[src/rtl/lcd_pkg.sv]
// Shared LCD definitions: write-engine state encoding, command codes and
// the decode for commands that need the long execution wait.
package lcd_pkg;

  typedef enum logic [2:0] {
    ST_IDLE   = 3'd0,
    ST_SETUP  = 3'd1,
    ST_E_HIGH = 3'd2,
    ST_HOLD   = 3'd3,
    ST_GAP    = 3'd4,
    ST_EXEC   = 3'd5,
    ST_DONE   = 3'd6
  } lcd_state_t;

  localparam logic [7:0] LCD_CMD_CLEAR = 8'h01;
  localparam logic [7:0] LCD_CMD_HOME  = 8'h02;

  // Clear (0x01) and home (0x02/0x03, bit 0 is don't-care) run for ~1.64 ms.
  function automatic logic is_long_cmd(input logic rs, input logic [7:0] cmd);
    return !rs && ((cmd == LCD_CMD_CLEAR) || (cmd[7:1] == LCD_CMD_HOME[7:1]));
  endfunction

  function automatic int cyc_max(input int a, input int b);
    return (a > b) ? a : b;
  endfunction

endpackage

[src/rtl/lcd_delay_counter.sv]
// Loadable down-counter that stops at zero; used for every LCD timing wait.
module lcd_delay_counter #(
  parameter int W = 8
) (
  input  logic         clk,
  input  logic         rst_n,
  input  logic         load,
  input  logic [W-1:0] load_val,
  output logic [W-1:0] value,
  output logic         zero
);

  always_ff @(posedge clk or negedge rst_n) begin
    if (!rst_n) begin
      value <= '0;
    end else if (load) begin
      value <= load_val;
    end else if (value != '0) begin
      value <= value - W'(1);
    end
  end

  assign zero = (value == '0);

endmodule

[src/rtl/lcd_write_engine.sv]
// HD44780 write engine: accepts one byte on wr_enable, sequences setup / E pulse /
// hold (twice in 4-bit mode), waits out the execution time, then pulses wr_finish.
module lcd_write_engine
  import lcd_pkg::*;
#(
  parameter int NIBBLE_MODE    = 0,
  parameter int SETUP_CYC      = 3,
  parameter int E_HIGH_CYC     = 12,
  parameter int HOLD_CYC       = 1,
  parameter int NIBBLE_GAP_CYC = 50,
  parameter int EXEC_CYC       = 2000,
  parameter int LONG_EXEC_CYC  = 82000
) (
  input  logic       clk,
  input  logic       rst_n,
  input  logic       wr_enable,
  input  logic       rs_in,
  input  logic [7:0] data_in,
  output logic       wr_finish,
  output logic       busy,
  output logic       lcd_e,
  output logic       lcd_rs,
  output logic       lcd_rw,
  output logic [7:0] lcd_db
);

  localparam bit NIB     = (NIBBLE_MODE != 0);
  localparam int MAX_CYC = cyc_max(cyc_max(cyc_max(SETUP_CYC, E_HIGH_CYC),
                                           cyc_max(HOLD_CYC, NIBBLE_GAP_CYC)),
                                   cyc_max(EXEC_CYC, LONG_EXEC_CYC));
  localparam int CNT_W   = $clog2(MAX_CYC) + 1;

  localparam logic [CNT_W-1:0] LD_SETUP = CNT_W'(SETUP_CYC - 1);
  localparam logic [CNT_W-1:0] LD_EHIGH = CNT_W'(E_HIGH_CYC - 1);
  localparam logic [CNT_W-1:0] LD_HOLD  = CNT_W'(HOLD_CYC - 1);
  localparam logic [CNT_W-1:0] LD_GAP   = CNT_W'(NIBBLE_GAP_CYC - 1);
  localparam logic [CNT_W-1:0] LD_EXEC  = CNT_W'(EXEC_CYC - 1);
  localparam logic [CNT_W-1:0] LD_LONG  = CNT_W'(LONG_EXEC_CYC - 1);

  lcd_state_t       state_q, state_nx;
  logic             second_q;
  logic [7:0]       byte_q;
  logic             cnt_load;
  logic [CNT_W-1:0] cnt_ld_val;
  logic [CNT_W-1:0] cnt_value;
  logic             cnt_zero;

  lcd_delay_counter #(.W(CNT_W)) u_delay (
    .clk      (clk),
    .rst_n    (rst_n),
    .load     (cnt_load),
    .load_val (cnt_ld_val),
    .value    (cnt_value),
    .zero     (cnt_zero)
  );

  always_comb begin
    state_nx   = state_q;
    cnt_load   = 1'b0;
    cnt_ld_val = '0;
    case (state_q)
      ST_IDLE: if (wr_enable) begin
        state_nx   = ST_SETUP;
        cnt_load   = 1'b1;
        cnt_ld_val = LD_SETUP;
      end
      ST_SETUP: if (cnt_zero) begin
        state_nx   = ST_E_HIGH;
        cnt_load   = 1'b1;
        cnt_ld_val = LD_EHIGH;
      end
      ST_E_HIGH: if (cnt_zero) begin
        state_nx   = ST_HOLD;
        cnt_load   = 1'b1;
        cnt_ld_val = LD_HOLD;
      end
      ST_HOLD: if (cnt_zero) begin
        cnt_load = 1'b1;
        if (NIB && !second_q) begin
          state_nx   = ST_GAP;
          cnt_ld_val = LD_GAP;
        end else begin
          state_nx   = ST_EXEC;
          cnt_ld_val = is_long_cmd(lcd_rs, byte_q) ? LD_LONG : LD_EXEC;
        end
      end
      ST_GAP: if (cnt_zero) begin
        state_nx   = ST_SETUP;
        cnt_load   = 1'b1;
        cnt_ld_val = LD_SETUP;
      end
      ST_EXEC: if (cnt_zero) state_nx = ST_DONE;
      ST_DONE: state_nx = ST_IDLE;
      default: state_nx = ST_IDLE;
    endcase
  end

  // Outputs are registered from the next state so they line up with state_q.
  always_ff @(posedge clk or negedge rst_n) begin
    if (!rst_n) begin
      state_q   <= ST_IDLE;
      second_q  <= 1'b0;
      byte_q    <= '0;
      lcd_e     <= 1'b0;
      lcd_rs    <= 1'b0;
      lcd_db    <= '0;
      busy      <= 1'b0;
      wr_finish <= 1'b0;
    end else begin
      state_q   <= state_nx;
      lcd_e     <= (state_nx == ST_E_HIGH);
      wr_finish <= (state_nx == ST_DONE);
      busy      <= state_nx inside {ST_SETUP, ST_E_HIGH, ST_HOLD, ST_GAP, ST_EXEC};
      if (state_q == ST_IDLE && wr_enable) begin
        byte_q   <= data_in;
        lcd_rs   <= rs_in;
        second_q <= 1'b0;
        lcd_db   <= NIB ? {data_in[7:4], 4'h0} : data_in;
      end
      if (state_q == ST_HOLD && state_nx == ST_GAP) begin
        second_q <= 1'b1;
        lcd_db   <= {byte_q[3:0], 4'h0};
      end
    end
  end

  assign lcd_rw = 1'b0;

endmodule
[config.mk]
export PLATFORM = sky130hd
export DESIGN_NAME = lcd_write_engine
export DESIGN_NICKNAME = d
export VERILOG_FILES = /design/src/rtl/lcd_pkg.sv /design/src/rtl/lcd_delay_counter.sv /design/src/rtl/lcd_write_engine.sv
export SDC_FILE = /design/constraint.sdc
export NUM_CORES = 1
export LEC_CHECK = 0
export ABC_AREA = 1
export ABC_CLOCK_PERIOD_IN_PS = 3050
export CORE_MARGIN = 2
export CORE_UTILIZATION = 35
export CTS_CLUSTER_SIZE = 16
export DETAILED_ROUTE_END_ITERATION = 8
export PLACE_DENSITY_LB_ADDON = 0.08
export SETUP_SLACK_MARGIN = 0.1
export SYNTH_ARGS = -nofsm -noshare
export SYNTH_HDL_FRONTEND = slang
export SYNTH_SLANG_ARGS = --single-unit
[constraint.sdc]
create_clock -name clk -period 3.05 [get_ports clk]
set_input_delay 0.61 -clock clk [delete_from_list [all_inputs] [get_ports clk]]
set_output_delay 0.61 -clock clk [all_outputs]
set_load 0.005 [all_outputs]
==> out/metrics.yaml, run 1 <==
status: "complete, no violations"
r2r_slack_ns: 1.22
antenna_found_initial: 0
max-slew-margin-rel_pct: 38.25
io_pins: 25
setup_viol: 0
wl_per_cell_um: 13.05
cp_cell_sequence: "clkdlybuf4s50_1 > nand2_1 > nor2_2 > buf_4 > inv_2 > nand2_4 > nor2_2 > a21oi_1"
start_util_pct: 36.26
first_pass_iters: 4
diodes: 0
worstPathMaxFanout: 20
die_w_um: 82.32
power_leakage_uw: 0.001227
final_hold_viol_count: 0
cp-start-kind: "input port"
track_usage_pct: 16.45
tritoncts: "done"
hold_class: "input port to async pin"
ant_nets: 0
grt_pass1_vias: 1727
holdWs_ns: 0.4424
die_area_um2: 6777
syn_area_um2: 2147
ys_types: 30
synth_most_common_cell: "nand2_1"
finClkSkew_ns: 0.004894
core_area_um2: 5921
htreeDepth: 2
drc: 0
cts_resized: 0
syn_inst: 264
reg2reg_from: "u_delay.value[1]"
max_freq_mhz: 525.3
synth_seq_cells: 41
cp_common_cell: "nor2_2"
yosysSeqAreaShare_pct: 47.79
cts_buffers: 5
post-cts-setup-buffers: 0
routabilityCongestion: 0.7579
clk_pin_slew_worst_paths_ns: 0.08
synth_edf_count: 0
arrival_ns: 2.09
post_route_cells_drive_above_1_share_pct: 12.33
worstRegToRegCells: 11
syn_area_per_cell_um2: 8.133
rows: 28
cts_sinks: 41
yosys.area.top_type: "dfrtp_1"
ys.warnings.count: 0
grt_first_pass_wirelength_mm: 8.245
worst_slew_pin_slew_ns: 0.9263
async_flop_share_pct: 100.0
crit_slowest_cell: "clkdlybuf4s50_1"
drt_iter0_markers: 121
layout.nets: 305
synth_ff_type: "dfrtp_1"
cp-startpoint: "wr_enable"
worstSetupEndpoint: "u_delay.value[3]"
clock_latency_ns: 0.30
slowest_delay_ns: 0.40
grt_start_max_net_pins: 42
wirelength_mm: 4.788
cts_max_path_buffers: 2
ir_drop_uv: 191.6
fin_crit_sh_pct: 62.42
drv_slew: 0
critPathKind: "input port to flip-flop"
cts-hold-fix-buffers: 0
end_kind: "flip-flop"
area_growth_pct: 18.94
power_density_nw_per_um2: 378.6
final_util_pct: 43.13
synth_nets: 278
vias_per_cell: 4.665
gr-total-overflow: 0
synth_area_leaders: "dfrtp_1 48%, nand2_1 14%, nor2_1 6.6%"
synth_top_area_share_pct: 47.79
portBuffers: 23
cp.required_ns: 3.24
synthTopCellsByCount: "81 x nand2_1, 41 x dfrtp_1, 38 x nor2_1"
fin_setup_tns_ns: 0
vias: 1712
r2r_end: "u_delay.value[0]"
hpwl_mm: 3.520
fp.dieH_um: 82.32
rsz0062_at_grt: "false"
cts-root-buf: "clkbuf_8"
maxCapViolCount: 0
timing.final.crit_period_ns: 1.904
-- cell usage in the layout, fill, tap and decap left out, drive strengths merged, types with 3 or more instances in the layout --
master	count
nand3	11
clkdlybuf4s50	22
xor2	8
a21oi	11
nand2	88
o211ai	3
nor3	12
nand4	4
nor2	49
clkbuf	7
inv	18
xnor2	6
dfrtp	41
o21ai	3
-- metal layers --
layer  part of all wire [%]  vias up  global-route usage [%]
li1                       -      877                       -
met1                     48      782                   22.56
met2                     44       41                   24.52
met3                    4.8       12                   4.022
met4                    2.4        0                   7.333
met5                      0        -                       0
-- cell families after synthesis --
| family | after synthesis | share of synthesized area (%) |
|---|---|---|
| xor gates and xnor gates | 14 | 5.711 |
| buffers and inverters | 23 | 4.487 |
| adders and majority gates | 2 | 1.165 |
| DFF | 41 | 47.79 |
| other | 1 | 0.1747 |
| and+or+nand+nor | 166 | 35.55 |
| AOI/OAI and AO/OA | 17 | 5.128 |
-- how the worst min path moves through the flow --
stage	startpoint	to	slack, ns	cells after the start
floorplan	rst_n	busy	0.31	0
global placement	u_delay.value[0]	u_delay.value[0]	0.45	1
detailed placement	u_delay.value[0]	u_delay.value[0]	0.45	1
CTS	u_delay.value[0]	u_delay.value[0]	0.46	1
global route	u_delay.value[0]	u_delay.value[0]	0.49	1
finish	rst_n	u_delay.value[5]	0.44	1
-- state kept, by name (all words and copies together), names as in the netlist --
| name | cells |
|---|---|
| lcd_db | 8 |
| wr_finish | 1 |
| state_q | 3 |
| busy | 1 |
| byte_q | 8 |
| lcd_rs | 1 |
| lcd_e | 1 |
| u_delay.value | 18 |
-- through the flow --
step	cell area (um^2)	cells	power, uW	setup WS, ns
final	2554	367	966.9	1.146
after global routing	2554	367	1010	0.9786
after CTS	2554	367	982.8	1.116
after detailed placement	2452	359	579.5	0.7857
after global placement	2452	359	580.0	0.8213
after floorplan	2147	264	555.7	1.471
-- power by group --
group          switching (uW)  internal (uW)  total (uW)
combinational            12.5           11.6        24.2
sequential                  0            543         543
clock                     195            205         400
-- cell type report --
cell class                 count  area (um^2)
clock buffer                   7        96.34
tap                           75        93.84
sequential                    41         1026
timing repair buffer          24        232.7
multi-input combinational    200         1025
inverter                      19        75.07
fill                         617         3367
clock inverter                 1        5.005
-- worst max-delay path, delay by kind of cell --
kind,cells,cell delay [ns]
compound gates,1,0.07
buf+inv,3,0.85
simple gates,4,0.56
Note: power is estimated with default switching activity, not from simulation.
==> run 2: changes to the inputs <==
--- a/config.mk
+++ b/config.mk
@@ -6,7 +6,7 @@
 export NUM_CORES = 1
 export LEC_CHECK = 0
 export ABC_AREA = 1
-export ABC_CLOCK_PERIOD_IN_PS = 3050
+export ABC_CLOCK_PERIOD_IN_PS = 1550
 export CORE_MARGIN = 2
 export CORE_UTILIZATION = 35
 export CTS_CLUSTER_SIZE = 16
==> constraint.sdc (replaced) <==
create_clock -name clk -period 1.55 [get_ports clk]
set_input_delay 0.31 -clock clk [delete_from_list [all_inputs] [get_ports clk]]
set_output_delay 0.31 -clock clk [all_outputs]
set_load 0.005 [all_outputs]
==> run 2 against run 1 <==
  * The flow now finishes with violations (negative setup slack)
  * Design area increased by 20%
  * Non-clock buffer count increased by 49
  * Via count increased by 10%
  * Worst hold slack improved by 0.029 ns
  * Total power increased by 88%
  * Largest cell class is now multi-input combinational cells
==> out/metrics.yaml, run 2 (synthesized netlist as in run 1, its figures left out) <==
status: "complete, but fails checks"
violations: "negative setup slack"
ir_drop_uv: 359.3
antenna_found_initial: 0
power_density_nw_per_um2: 594.6
portBuffers: 23
hpwl_mm: 4.006
end_kind: "flip-flop"
cp.required_ns: 1.78
reg_top3: "u_delay.value (18), byte_q (8), lcd_db (8)"
first_pass_iters: 6
area_growth_pct: 42.25
slowest_delay_ns: 0.39
start_util_pct: 36.26
stdcell_count: 416
worst_slack_ns: -0.08880
setup_viol: 21
mostFrequentLayoutCell: "nand2_1"
cts_buffers: 5
cp-start-kind: "flip-flop"
diodes: 0
track_usage_pct: 17.40
fin_crit_sh_pct: 105.7
clk_pin_slew_worst_paths_ns: 0.08
grt_pass1_vias: 1837
cts_sinks: 41
rows: 28
maxCapViolCount: 0
drc: 0
critical_path_buf_inv_count: 3
fp.dieH_um: 82.32
finClkSkew_ns: 0.009672
io_pins: 25
cp_common_cell: "inv_2"
drv_slew: 0
vias: 1883
timing.final.crit_period_ns: 1.639
routabilityCongestion: 0.8437
post_route_cells_drive_above_1_share_pct: 32.55
die_area_um2: 6777
dp_cells: 403
max_freq_mhz: 610.2
critPathKind: "flip-flop to flip-flop"
grt_first_pass_wirelength_mm: 8.866
largest_reg_flops: 18
cp_cell_sequence: "inv_2 > ha_4 > inv_2 > nor2_1 > nand3_1 > nor2_4 > o211ai_4 > nand2_4 > nor2_2 > buf_4 > a21oi_2"
final_util_pct: 51.59
htreeDepth: 2
clock_latency_ns: 0.30
power_leakage_uw: 0.001561
ant_nets: 0
tritoncts: "done"
arrival_ns: 1.87
crit_slowest_cell: "dfrtp_1"
cts_max_path_buffers: 2
hold_class: "flip-flop to flip-flop"
grt_start_max_net_pins: 27
final_hold_viol_count: 0
layout.nets: 354
vias_per_cell: 4.526
crit_family: "simple AND/OR/NAND/NOR gates"
wirelength_mm: 5.330
cts-root-buf: "clkbuf_8"
core_area_um2: 5921
die_w_um: 82.32
top_register: "u_delay.value"
drt_iter0_markers: 63
gr-total-overflow: 0
layout_common_cells: "75 x nand2_1, 43 x buf_4, 41 x dfrtp_1, 30 x nor2_1, 13 x nor2_2"
worstPathMaxFanout: 6
wl_per_cell_um: 12.81
rsz0062_at_grt: "true"
==> run 2: changes by cell type in the layout (fill, tap and decap cells not counted), sizes merged <==
cell,before,now
dlygate4sd3,0,1
dlymetal6s2s,0,1
clkinv,2,3
clkdlybuf4s50,22,10
clkbuf,7,6
dlygate4sd2,0,11
buf,2,50
==> run 2: area by class of cell <==
class / count / area, um^2
fill: 583 / 2867
multi-input combinational: 200 / 1145
inverter: 19 / 75.07
clock inverter: 2 / 10.01
sequential: 41 / 1026
tap: 75 / 93.84
timing repair buffer: 73 / 631.9
clock buffer: 6 / 72.57
==> run 2: per-stage QoR <==
| stage | power [uW] | setup TNS, ns | setup slack (ns) | hold WS [ns] | area, um^2 |
|---|---|---|---|---|---|
| final | 1816 | -1.027 | -0.08880 | 0.4711 | 3054 |
| after floorplan | 1093 | -0.005562 | -0.005562 | 0.01441 | 2165 |
| after global placement | 1146 | -0.4834 | -0.08088 | 0.2695 | 2813 |
| after CTS | 1851 | -0.3366 | -0.03741 | 0.4741 | 2975 |
| after global routing | 1902 | -2.976 | -0.1860 | 0.4960 | 3054 |
| after detailed placement | 1146 | -0.8578 | -0.08307 | 0.2760 | 2813 |
==> run 2: power breakdown <==
group | switching (uW) | leakage (uW) | internal [uW]
clock | 379 | 0.0000450 | 313
combinational | 26.5 | 0.00102 | 29.5
sequential | 0 | 0.000500 | 1070
==> run 2: final timing paths <==
| check | start | endpoint | slack, ns | cells past startpoint |
|---|---|---|---|---|
| max in group asynchronous | rst_n | byte_q[7] | 0.58 | 3 |
| worst max-delay path | u_delay.value[1] | u_delay.value[8] | -0.09 | 11 |
| worst max register to register | u_delay.value[1] | u_delay.value[8] | -0.09 | 11 |
| worst min-delay path | lcd_db[6] | lcd_db[6] | 0.47 | 2 |
| min in group asynchronous | rst_n | u_delay.value[12] | 0.48 | 2 |
| worst min register to register | lcd_db[6] | lcd_db[6] | 0.47 | 2 |
==> run 2: metal layers <==
| metal | global-route usage, % | part of all wire [%] | up-vias |
|---|---|---|---|
| li1 | - | - | 981 |
| met1 | 23.63 | 48 | 864 |
| met2 | 27.66 | 47 | 31 |
| met3 | 3.913 | 3.5 | 7 |
| met4 | 5.167 | 0.99 | 0 |
| met5 | 0 | 0 | - |
==> run 2: what timing repair did <==
item                       in CTS  in global routing
hold endpoints to repair       15                  0
gates resized for setup        24                 21
setup endpoints to repair      34                 25
buffers inserted                4                  0
hold buffers                    1                  0
pin swaps                       6                  1
==> run 2: worst register-to-register path, stage by stage (launching register included) <==
cell and delay [ns]:
dfrtp_1 0.39, inv_2 0.08, ha_4 0.13, inv_2 0.03, nor2_1 0.07, nand3_1 0.11, nor2_4 0.19, o211ai_4 0.12
nand2_4 0.13, nor2_2 0.06, buf_4 0.15, a21oi_2 0.10
==> run 3: changes to the inputs <==
--- a/config.mk
+++ b/config.mk
@@ -13,6 +13,7 @@
 export DETAILED_ROUTE_END_ITERATION = 8
 export PLACE_DENSITY_LB_ADDON = 0.08
 export SETUP_SLACK_MARGIN = 0.1
+export SLEW_MARGIN = 20
 export SYNTH_ARGS = -nofsm -noshare
 export SYNTH_HDL_FRONTEND = slang
 export SYNTH_SLANG_ARGS = --single-unit
==> results of run 3 <==
Final layout, timing and power as in run 2 (identical DEF).
